===== config.mk =====
export PLATFORM = sky130hd
export DESIGN_NAME = instr_encoder_flat
export DESIGN_NICKNAME = d
export VERILOG_FILES = /design/src/rtl/isa_pkg.sv /design/src/rtl/instr_encoder_if.sv /design/src/rtl/instr_enc_comb.sv /design/src/rtl/instr_encoder.sv /design/src/flat_wrapper.sv
export SDC_FILE = /design/constraint.sdc
export NUM_CORES = 1
export LEC_CHECK = 0
export BUFFER_PORTS_ARGS = -buffer_cell sky130_fd_sc_hd__buf_2
export CORE_MARGIN = 2
export CORE_UTILIZATION = 40
export DETAILED_ROUTE_END_ITERATION = 10
export PLACE_DENSITY = 0.73
export SYNTH_ARGS = -nofsm -noshare
export SYNTH_HDL_FRONTEND = slang
export SYNTH_SLANG_ARGS = --single-unit

===== constraint.sdc =====
create_clock -name clk -period 2.6 [get_ports clk]
set_clock_uncertainty 0.05 [all_clocks]
set_input_delay 0.52 -clock clk [delete_from_list [all_inputs] [get_ports clk]]
set_output_delay 0.52 -clock clk [all_outputs]
set_load 0.1 [all_outputs]

===== src/rtl/isa_pkg.sv =====
// Shared ISA definitions for the instruction encoder: aluop codes, field widths, FSM states.
package isa_pkg;

  localparam int unsigned IMM_BASE  = 19;
  localparam int unsigned ALUOP_MAX = 30;
  localparam int unsigned OPC_W     = 9;
  localparam int unsigned IMM_W     = 8;
  localparam int unsigned REG_W     = 3;

  // 0..6 keep their code, 7..15 shift by one, 16..18 by two, 19..30 are immediate-type.
  localparam logic [4:0]
    NOP  = 5'd0,  ADD  = 5'd1,  SUB  = 5'd2,  AND  = 5'd3,  OR   = 5'd4,  XOR  = 5'd5,
    NOT  = 5'd6,  MOV  = 5'd7,  SHL  = 5'd8,  SHR  = 5'd9,  CMP  = 5'd10, INC  = 5'd11,
    DEC  = 5'd12, PUSH = 5'd13, POP  = 5'd14, JR   = 5'd15, LD   = 5'd16, ST   = 5'd17,
    SWAP = 5'd18, LDI  = 5'd19, ADDI = 5'd20, SUBI = 5'd21, ANDI = 5'd22, ORI  = 5'd23,
    XORI = 5'd24, CMPI = 5'd25, JMP  = 5'd26, JZ   = 5'd27, JNZ  = 5'd28, OUTP = 5'd29,
    SHOWDMSEG = 5'd30;

  typedef enum logic [1:0] {StIdle, StRun, StFull} enc_state_e;

endpackage


===== src/rtl/instr_encoder_if.sv =====
// Field-bundle input and memory-write output channels of the instruction encoder.
interface instr_encoder_if #(
  parameter int unsigned AW = 8
) ();
  import isa_pkg::*;

  logic             in_valid;
  logic             in_ready;
  logic [4:0]       aluop;
  logic [REG_W-1:0] op1;
  logic [REG_W-1:0] op2;
  logic [IMM_W-1:0] immdata;
  logic             out_valid;
  logic             out_ready;
  logic [15:0]      out_instr;
  logic [AW-1:0]    out_addr;

  modport master (
    output in_valid, aluop, op1, op2, immdata, out_ready,
    input  in_ready, out_valid, out_instr, out_addr
  );

  modport slave (
    input  in_valid, aluop, op1, op2, immdata, out_ready,
    output in_ready, out_valid, out_instr, out_addr
  );
endinterface


===== src/rtl/instr_enc_comb.sv =====
// Pure combinational packing of decoded fields into a 16-bit instruction word.
// Optional macro ENC_CHECK_EN adds the discarded-field-nonzero flag.
module instr_enc_comb
  import isa_pkg::*;
(
  input  logic [4:0]       aluop,
  input  logic [REG_W-1:0] op1,
  input  logic [REG_W-1:0] op2,
  input  logic [IMM_W-1:0] immdata,
`ifdef ENC_CHECK_EN
  output logic             discard_nz,
`endif
  output logic             legal,
  output logic [15:0]      instr
);

  logic [OPC_W-1:0] w_opc;
  logic [3:0]       w_imm_sel;

  assign w_imm_sel = 4'(aluop - 5'(IMM_BASE));

  // Map aluop to opcode and assemble register- or immediate-type word.
  always_comb begin
    legal = 1'b1;
    w_opc = '0;
    instr = '0;
    if (aluop == NOP) begin
      instr = '0;
    end else if (aluop <= NOT) begin
      w_opc = OPC_W'(aluop);
      instr = {1'b0, w_opc, op1, op2};
    end else if (aluop <= JR) begin
      w_opc = OPC_W'(aluop) + OPC_W'(1);
      instr = {1'b0, w_opc, op1, op2};
    end else if (aluop <= SWAP) begin
      w_opc = OPC_W'(aluop) + OPC_W'(2);
      instr = {1'b0, w_opc, op1, op2};
    end else if (aluop <= 5'(ALUOP_MAX)) begin
      instr = {1'b1, w_imm_sel, op1, immdata};
    end else begin
      legal = 1'b0;
    end
  end

`ifdef ENC_CHECK_EN
  // Flag nonzero bits in fields the chosen format throws away.
  always_comb begin
    discard_nz = 1'b0;
    if (aluop == NOP) begin
      discard_nz = |{op1, op2, immdata};
    end else if (aluop <= SWAP) begin
      discard_nz = |immdata;
    end else if (aluop <= 5'(ALUOP_MAX)) begin
      discard_nz = |op2;
    end
  end
`endif

endmodule


===== src/rtl/instr_encoder.sv =====
// Instruction encoder top: FSM, registered output word, write address and word counter.
// Optional macro ENC_CHECK_EN adds the sticky field_warn output.
module instr_encoder
  import isa_pkg::*;
#(
  parameter int unsigned DEPTH = 256,
  parameter int unsigned AW    = 8
) (
  input  logic            clk,
  input  logic            rst_n,
  input  logic            start,
  instr_encoder_if.slave  bus,
  output logic [AW:0]     word_count,
  output logic            full,
`ifdef ENC_CHECK_EN
  output logic            field_warn,
`endif
  output logic            err_illegal
);

  localparam logic [AW-1:0] LastAddr = AW'(DEPTH - 1);
  localparam logic [AW:0]   CntOne   = (AW + 1)'(1);

  enc_state_e    r_state, w_state_next;
  logic          r_out_valid;
  logic [15:0]   r_out_instr;
  logic [AW-1:0] r_out_addr;
  logic [AW:0]   r_word_count;
  logic          r_err_illegal;

  logic          w_legal;
  logic [15:0]   w_instr;
  logic          w_in_ready;
  logic          w_in_hs;
  logic          w_out_hs;
  logic          w_last;

`ifdef ENC_CHECK_EN
  logic          w_discard_nz;
  logic          r_field_warn;
`endif

  instr_enc_comb u_comb (
    .aluop      (bus.aluop),
    .op1        (bus.op1),
    .op2        (bus.op2),
    .immdata    (bus.immdata),
`ifdef ENC_CHECK_EN
    .discard_nz (w_discard_nz),
`endif
    .legal      (w_legal),
    .instr      (w_instr)
  );

  assign w_last   = (r_out_addr == LastAddr);
  assign w_out_hs = r_out_valid && bus.out_ready;
  assign w_in_hs  = bus.in_valid && w_in_ready;

  // Next state and input-ready decode.
  always_comb begin
    w_state_next = r_state;
    w_in_ready   = 1'b0;
    unique case (r_state)
      StIdle: if (start) w_state_next = StRun;
      StRun: begin
        // Hold off while the final word is pending: a bundle taken then would have no address.
        w_in_ready = !r_out_valid || (bus.out_ready && !w_last);
        if (start) w_state_next = StRun;
        else if (w_out_hs && w_last) w_state_next = StFull;
      end
      StFull: if (start) w_state_next = StRun;
      default: w_state_next = StIdle;
    endcase
  end

  // State register.
  always_ff @(posedge clk or negedge rst_n) begin
    if (!rst_n) r_state <= StIdle;
    else        r_state <= w_state_next;
  end

  // Output word, address, count and sticky error; start overrides any handshake.
  always_ff @(posedge clk or negedge rst_n) begin
    if (!rst_n) begin
      r_out_valid   <= 1'b0;
      r_out_instr   <= '0;
      r_out_addr    <= '0;
      r_word_count  <= '0;
      r_err_illegal <= 1'b0;
    end else if (start) begin
      r_out_valid   <= 1'b0;
      r_out_addr    <= '0;
      r_word_count  <= '0;
      r_err_illegal <= 1'b0;
    end else begin
      if (w_out_hs) begin
        r_word_count <= r_word_count + CntOne;
        if (!w_last) r_out_addr <= r_out_addr + AW'(1);
      end
      if (w_in_hs && w_legal) begin
        r_out_valid <= 1'b1;
        r_out_instr <= w_instr;
      end else if (w_out_hs) begin
        r_out_valid <= 1'b0;
      end
      if (w_in_hs && !w_legal) r_err_illegal <= 1'b1;
    end
  end

`ifdef ENC_CHECK_EN
  // Sticky discarded-field warning.
  always_ff @(posedge clk or negedge rst_n) begin
    if (!rst_n)                          r_field_warn <= 1'b0;
    else if (start)                      r_field_warn <= 1'b0;
    else if (w_in_hs && w_discard_nz)    r_field_warn <= 1'b1;
  end
  assign field_warn = r_field_warn;
`endif

  assign bus.in_ready  = w_in_ready;
  assign bus.out_valid = r_out_valid;
  assign bus.out_instr = r_out_instr;
  assign bus.out_addr  = r_out_addr;
  assign word_count    = r_word_count;
  assign full          = (r_state == StFull);
  assign err_illegal   = r_err_illegal;

endmodule


===== src/flat_wrapper.sv =====
// flat-port wrapper written by rule: the top's interface ports become plain ports
module instr_encoder_flat import isa_pkg::*;
#(
  parameter int unsigned DEPTH = 256,
  parameter int unsigned AW    = 8
)
  (clk, rst_n, start, word_count, full, err_illegal, bus_in_valid, bus_aluop, bus_op1, bus_op2, bus_immdata, bus_out_ready, bus_in_ready, bus_out_valid, bus_out_instr, bus_out_addr);
  instr_encoder_if #(.AW(AW)) bus_i ();
  input  logic clk;
  input  logic rst_n;
  input  logic start;
  output logic [AW:0] word_count;
  output logic full;
  output logic err_illegal;
  input wire logic [$bits(bus_i.in_valid)-1:0] bus_in_valid;
  input wire logic [$bits(bus_i.aluop)-1:0] bus_aluop;
  input wire logic [$bits(bus_i.op1)-1:0] bus_op1;
  input wire logic [$bits(bus_i.op2)-1:0] bus_op2;
  input wire logic [$bits(bus_i.immdata)-1:0] bus_immdata;
  input wire logic [$bits(bus_i.out_ready)-1:0] bus_out_ready;
  output wire logic [$bits(bus_i.in_ready)-1:0] bus_in_ready;
  output wire logic [$bits(bus_i.out_valid)-1:0] bus_out_valid;
  output wire logic [$bits(bus_i.out_instr)-1:0] bus_out_instr;
  output wire logic [$bits(bus_i.out_addr)-1:0] bus_out_addr;
  assign bus_i.in_valid = bus_in_valid;
  assign bus_i.aluop = bus_aluop;
  assign bus_i.op1 = bus_op1;
  assign bus_i.op2 = bus_op2;
  assign bus_i.immdata = bus_immdata;
  assign bus_i.out_ready = bus_out_ready;
  assign bus_in_ready = bus_i.in_ready;
  assign bus_out_valid = bus_i.out_valid;
  assign bus_out_instr = bus_i.out_instr;
  assign bus_out_addr = bus_i.out_addr;
  instr_encoder #(.DEPTH(DEPTH), .AW(AW)) u_core (.clk(clk), .rst_n(rst_n), .start(start), .bus(bus_i), .word_count(word_count), .full(full), .err_illegal(err_illegal));
endmodule

==> metrics.md <==
| Metric | Value |
|---|---|
| CTS buffer count | 5 |
| CTS root buf | clkbuf_8 |
| Path type of the worst setup path | flop to output pin |
| Layout cells sized above 1 | 0.2833 |
| Core Region | 5205 µm² |
| CTS tree | done |
| Area growth, synth to finish | 21.47% |
| Inst Count DP | 363 |
| Commonest non-fill, non-tap cell in the layout | buf_2 |
| CP Launch Type | flop |
| Largest net degree at the start of global routing | 38 |
| CTS H-tree depth | 2 |
| Setup slack, reg-to-reg | 0.36 ns |
| Reg2Reg Depth | 7 |
| Rows | 26 |
| Fin Setup TNS | 0 ns |
| Post-synth top area share | 0.4214 |
| Post-CTS setup buffers | 0 |
| Cells after Synth | 240 |
| Final Core Density | 0.5127 |
| Clock sink total | 37 |
| Clk_lat worst skew | 0.29 ns |
| Unrepaired setup endpoints after global routing | false |
| PD cells | 656.8 nW/µm² |
| Register area | 928.4 µm² |
| Vias | 1,939 |
| Worst hold path class | input port to asynchronous set/reset pin |
| Syn avg cell area | 9.155 µm² |
| Fin worst setup slack | 0.1359 ns |
| Cell area after synthesis | 2197 µm² |
| Worst r2r src | u_core.bus.out_addr[0] |
| Vias in the first global route | 1,857 |
| Initial antenna violation count | 0 |
| Clock Tree Buf Depth | 2 |
| Post-synth top area cell | dfrtp_1 |
| Area of the multi-input gates | 1159 µm² |
| Die area | 6102 µm² |
| Hold-fix buffers at CTS | 0 |
| Vias per inst | 5.241 |
| Buffers on Ports | 60 |
| Peak VDD IR | 259.0 µV |
| Die Ht | 78.12 µm |
| RePlAce Congestion | 0.9023 |
| Min Clock Period, post-route | 2.464 ns |
| ANT cells | 0 |
| Antenna Nets Post-Route | 0 |
| HPWL Detailed | 3.837 mm |
| WP data required | 2.03 ns |
| Total gr overflow | 0 |
| Worst-path clk slew | 0.07 ns |
| Mean routed wirelength per cell | 13.71 µm |
| CP arrival | 1.89 ns |
| Number of DRC markers in iteration 0 | 74 |
| Relative slew slack | 0.4678 |
| Max FO, Critical Path | 5 |
| First-pass GRT wire length | 8.487 mm |
| CP startpoint | u_core.bus.out_addr[0] |
| CP Capture Type | output pin |
| Final hold vios | 0 |
| Top achievable clock speed | 405.8 MHz |
| Number of flops mapped to enable cells by yosys | 0 |
| Initial cell density of the core | 0.4221 |
| Period utilization | 0.9477 |
| RR Endpoint | u_core.bus.out_instr[7] |
| Die width | 78.12 µm |
| Post-route insts no fill | 370 |
| Seq cells post-synth | 37 |
| Final setup fails | 0 |
| Predominant post-synthesis flop cell | dfrtp_1 |
| Max-cap violation count | 0 |
| Least-Margin Pin Slew | 0.7983 ns |
| Nets | 333 |
| Placed Instance Area | 2565 µm² |
| DRT Pass-1 Iters | 4 |
| Warnings from Yosys | 0 |
| Pre-CTS setup slack | 0.06833 ns |
| Most frequent cells in the layout | buf_2, dfrtp_1, nand2_1 |
| Leak | 0.001353 µW |
| CTS resizes | 0 |
| Final WL | 5.073 mm |
| Fraction of registers with async set/reset | 1.000 |
| Crit path to | bus_in_ready |
| Post-route cell area | 2669 µm² |
| Post-synthesis net count | 273 |
| Yosys cell types | 46 |
| Outcome | finished, final reports clean |
| Synth area leaders | dfrtp_1, o21ai_0, ha_1 |
| Boundary Pins | 61 |
| Total GRT Usage | 0.1740 |
| Fin. max-slew vios | 0 |
| Filler cells | 502 |
| Sequential area share after synthesis | 0.4214 |
| Residual DRC | 0 |
## metal layers
layer	wire length (µm)	share of wire	vias to the layer above	track usage
met1	2271	0.45	909	0.2146
met4	84	0.017	0	0.05263
met2	2471	0.49	57	0.3052
met5	0	0	-	0
met3	246	0.048	8	0.03678
li1	-	-	965	-
## worst min path at each step
stage	startpoint	to	depth (start not counted)	slack [ns]
after floorplan	rst_n	u_core.bus.out_addr[0]	0	0.17
after detailed placement	u_core.bus.out_instr[9]	u_core.bus.out_instr[9]	2	0.42
after global routing	rst_n	u_core.word_count[5]	1	0.31
after global placement	u_core.r_state[1]	u_core.r_state[0]	1	0.41
after CTS	rst_n	u_core.word_count[5]	1	0.29
final	rst_n	u_core.word_count[5]	1	0.26
## cells by family after synthesis
kind of cell    after synthesis  synth area share
fa+ha+maj                     9           0.05125
simple gates                 82            0.1868
buf+inv                      25           0.05637
flops                        37            0.4214
xor+xnor                     13           0.05182
mux                           3           0.01367
compound gates               71            0.2187
## critical path: stages (launching register included)
cell and delay, ns:
dfrtp_2 0.44, ha_1 0.23, nand2_1 0.14, nor3_2 0.07
nand2b_1 0.17, a21boi_4 0.12, buf_2 0.44
## cells in the mapped netlist (all sizes together), types with 4 or more instances
cell type,n
dfrtp,37
nand2,27
o21ai,25
nor2,22
a21oi,13
inv,12
a22o,10
buf,9
ha,9
xor2,8
a31oi,6
nor3,6
nand4,5
xnor2,5
clkbuf,4
or3,4
## power by group
part	leakage [µW]	switching, µW	internal [µW]
Clock	0.0000540	192	279
Combinational	0.000813	503	120
Sequential	0.000486	35.3	624
## sequential cells by signal, summed over array words and instances, names as in the netlist
name and cells:
u_core.word_count 9, u_core.r_state 2, u_core.bus.out_addr 8, u_core.bus.out_valid 1, u_core.err_illegal 1, u_core.bus.out_instr 16
## through the flow
step | hold slack (ns) | power, µW
3_3_place_gp | 0.4136 | 1293
6_report | 0.2604 | 1753
2_1_floorplan | 0.1744 | 1171
3_5_place_dp | 0.4195 | 1296
5_1_grt | 0.3108 | 1830
4_1_cts | 0.2863 | 1770
## area by class of cell
cell class / count / share of cell area
Multi-Input combinational cell: 178 / 0.4341
Sequential cell: 37 / 0.3479
Timing Repair Buffer: 66 / 0.1294
Tap cell: 70 / 0.03282
Clock buffer: 5 / 0.02579
Inverter: 12 / 0.01688
Clock inverter: 2 / 0.01313
Note: power is estimated with default switching activity, not from simulation.
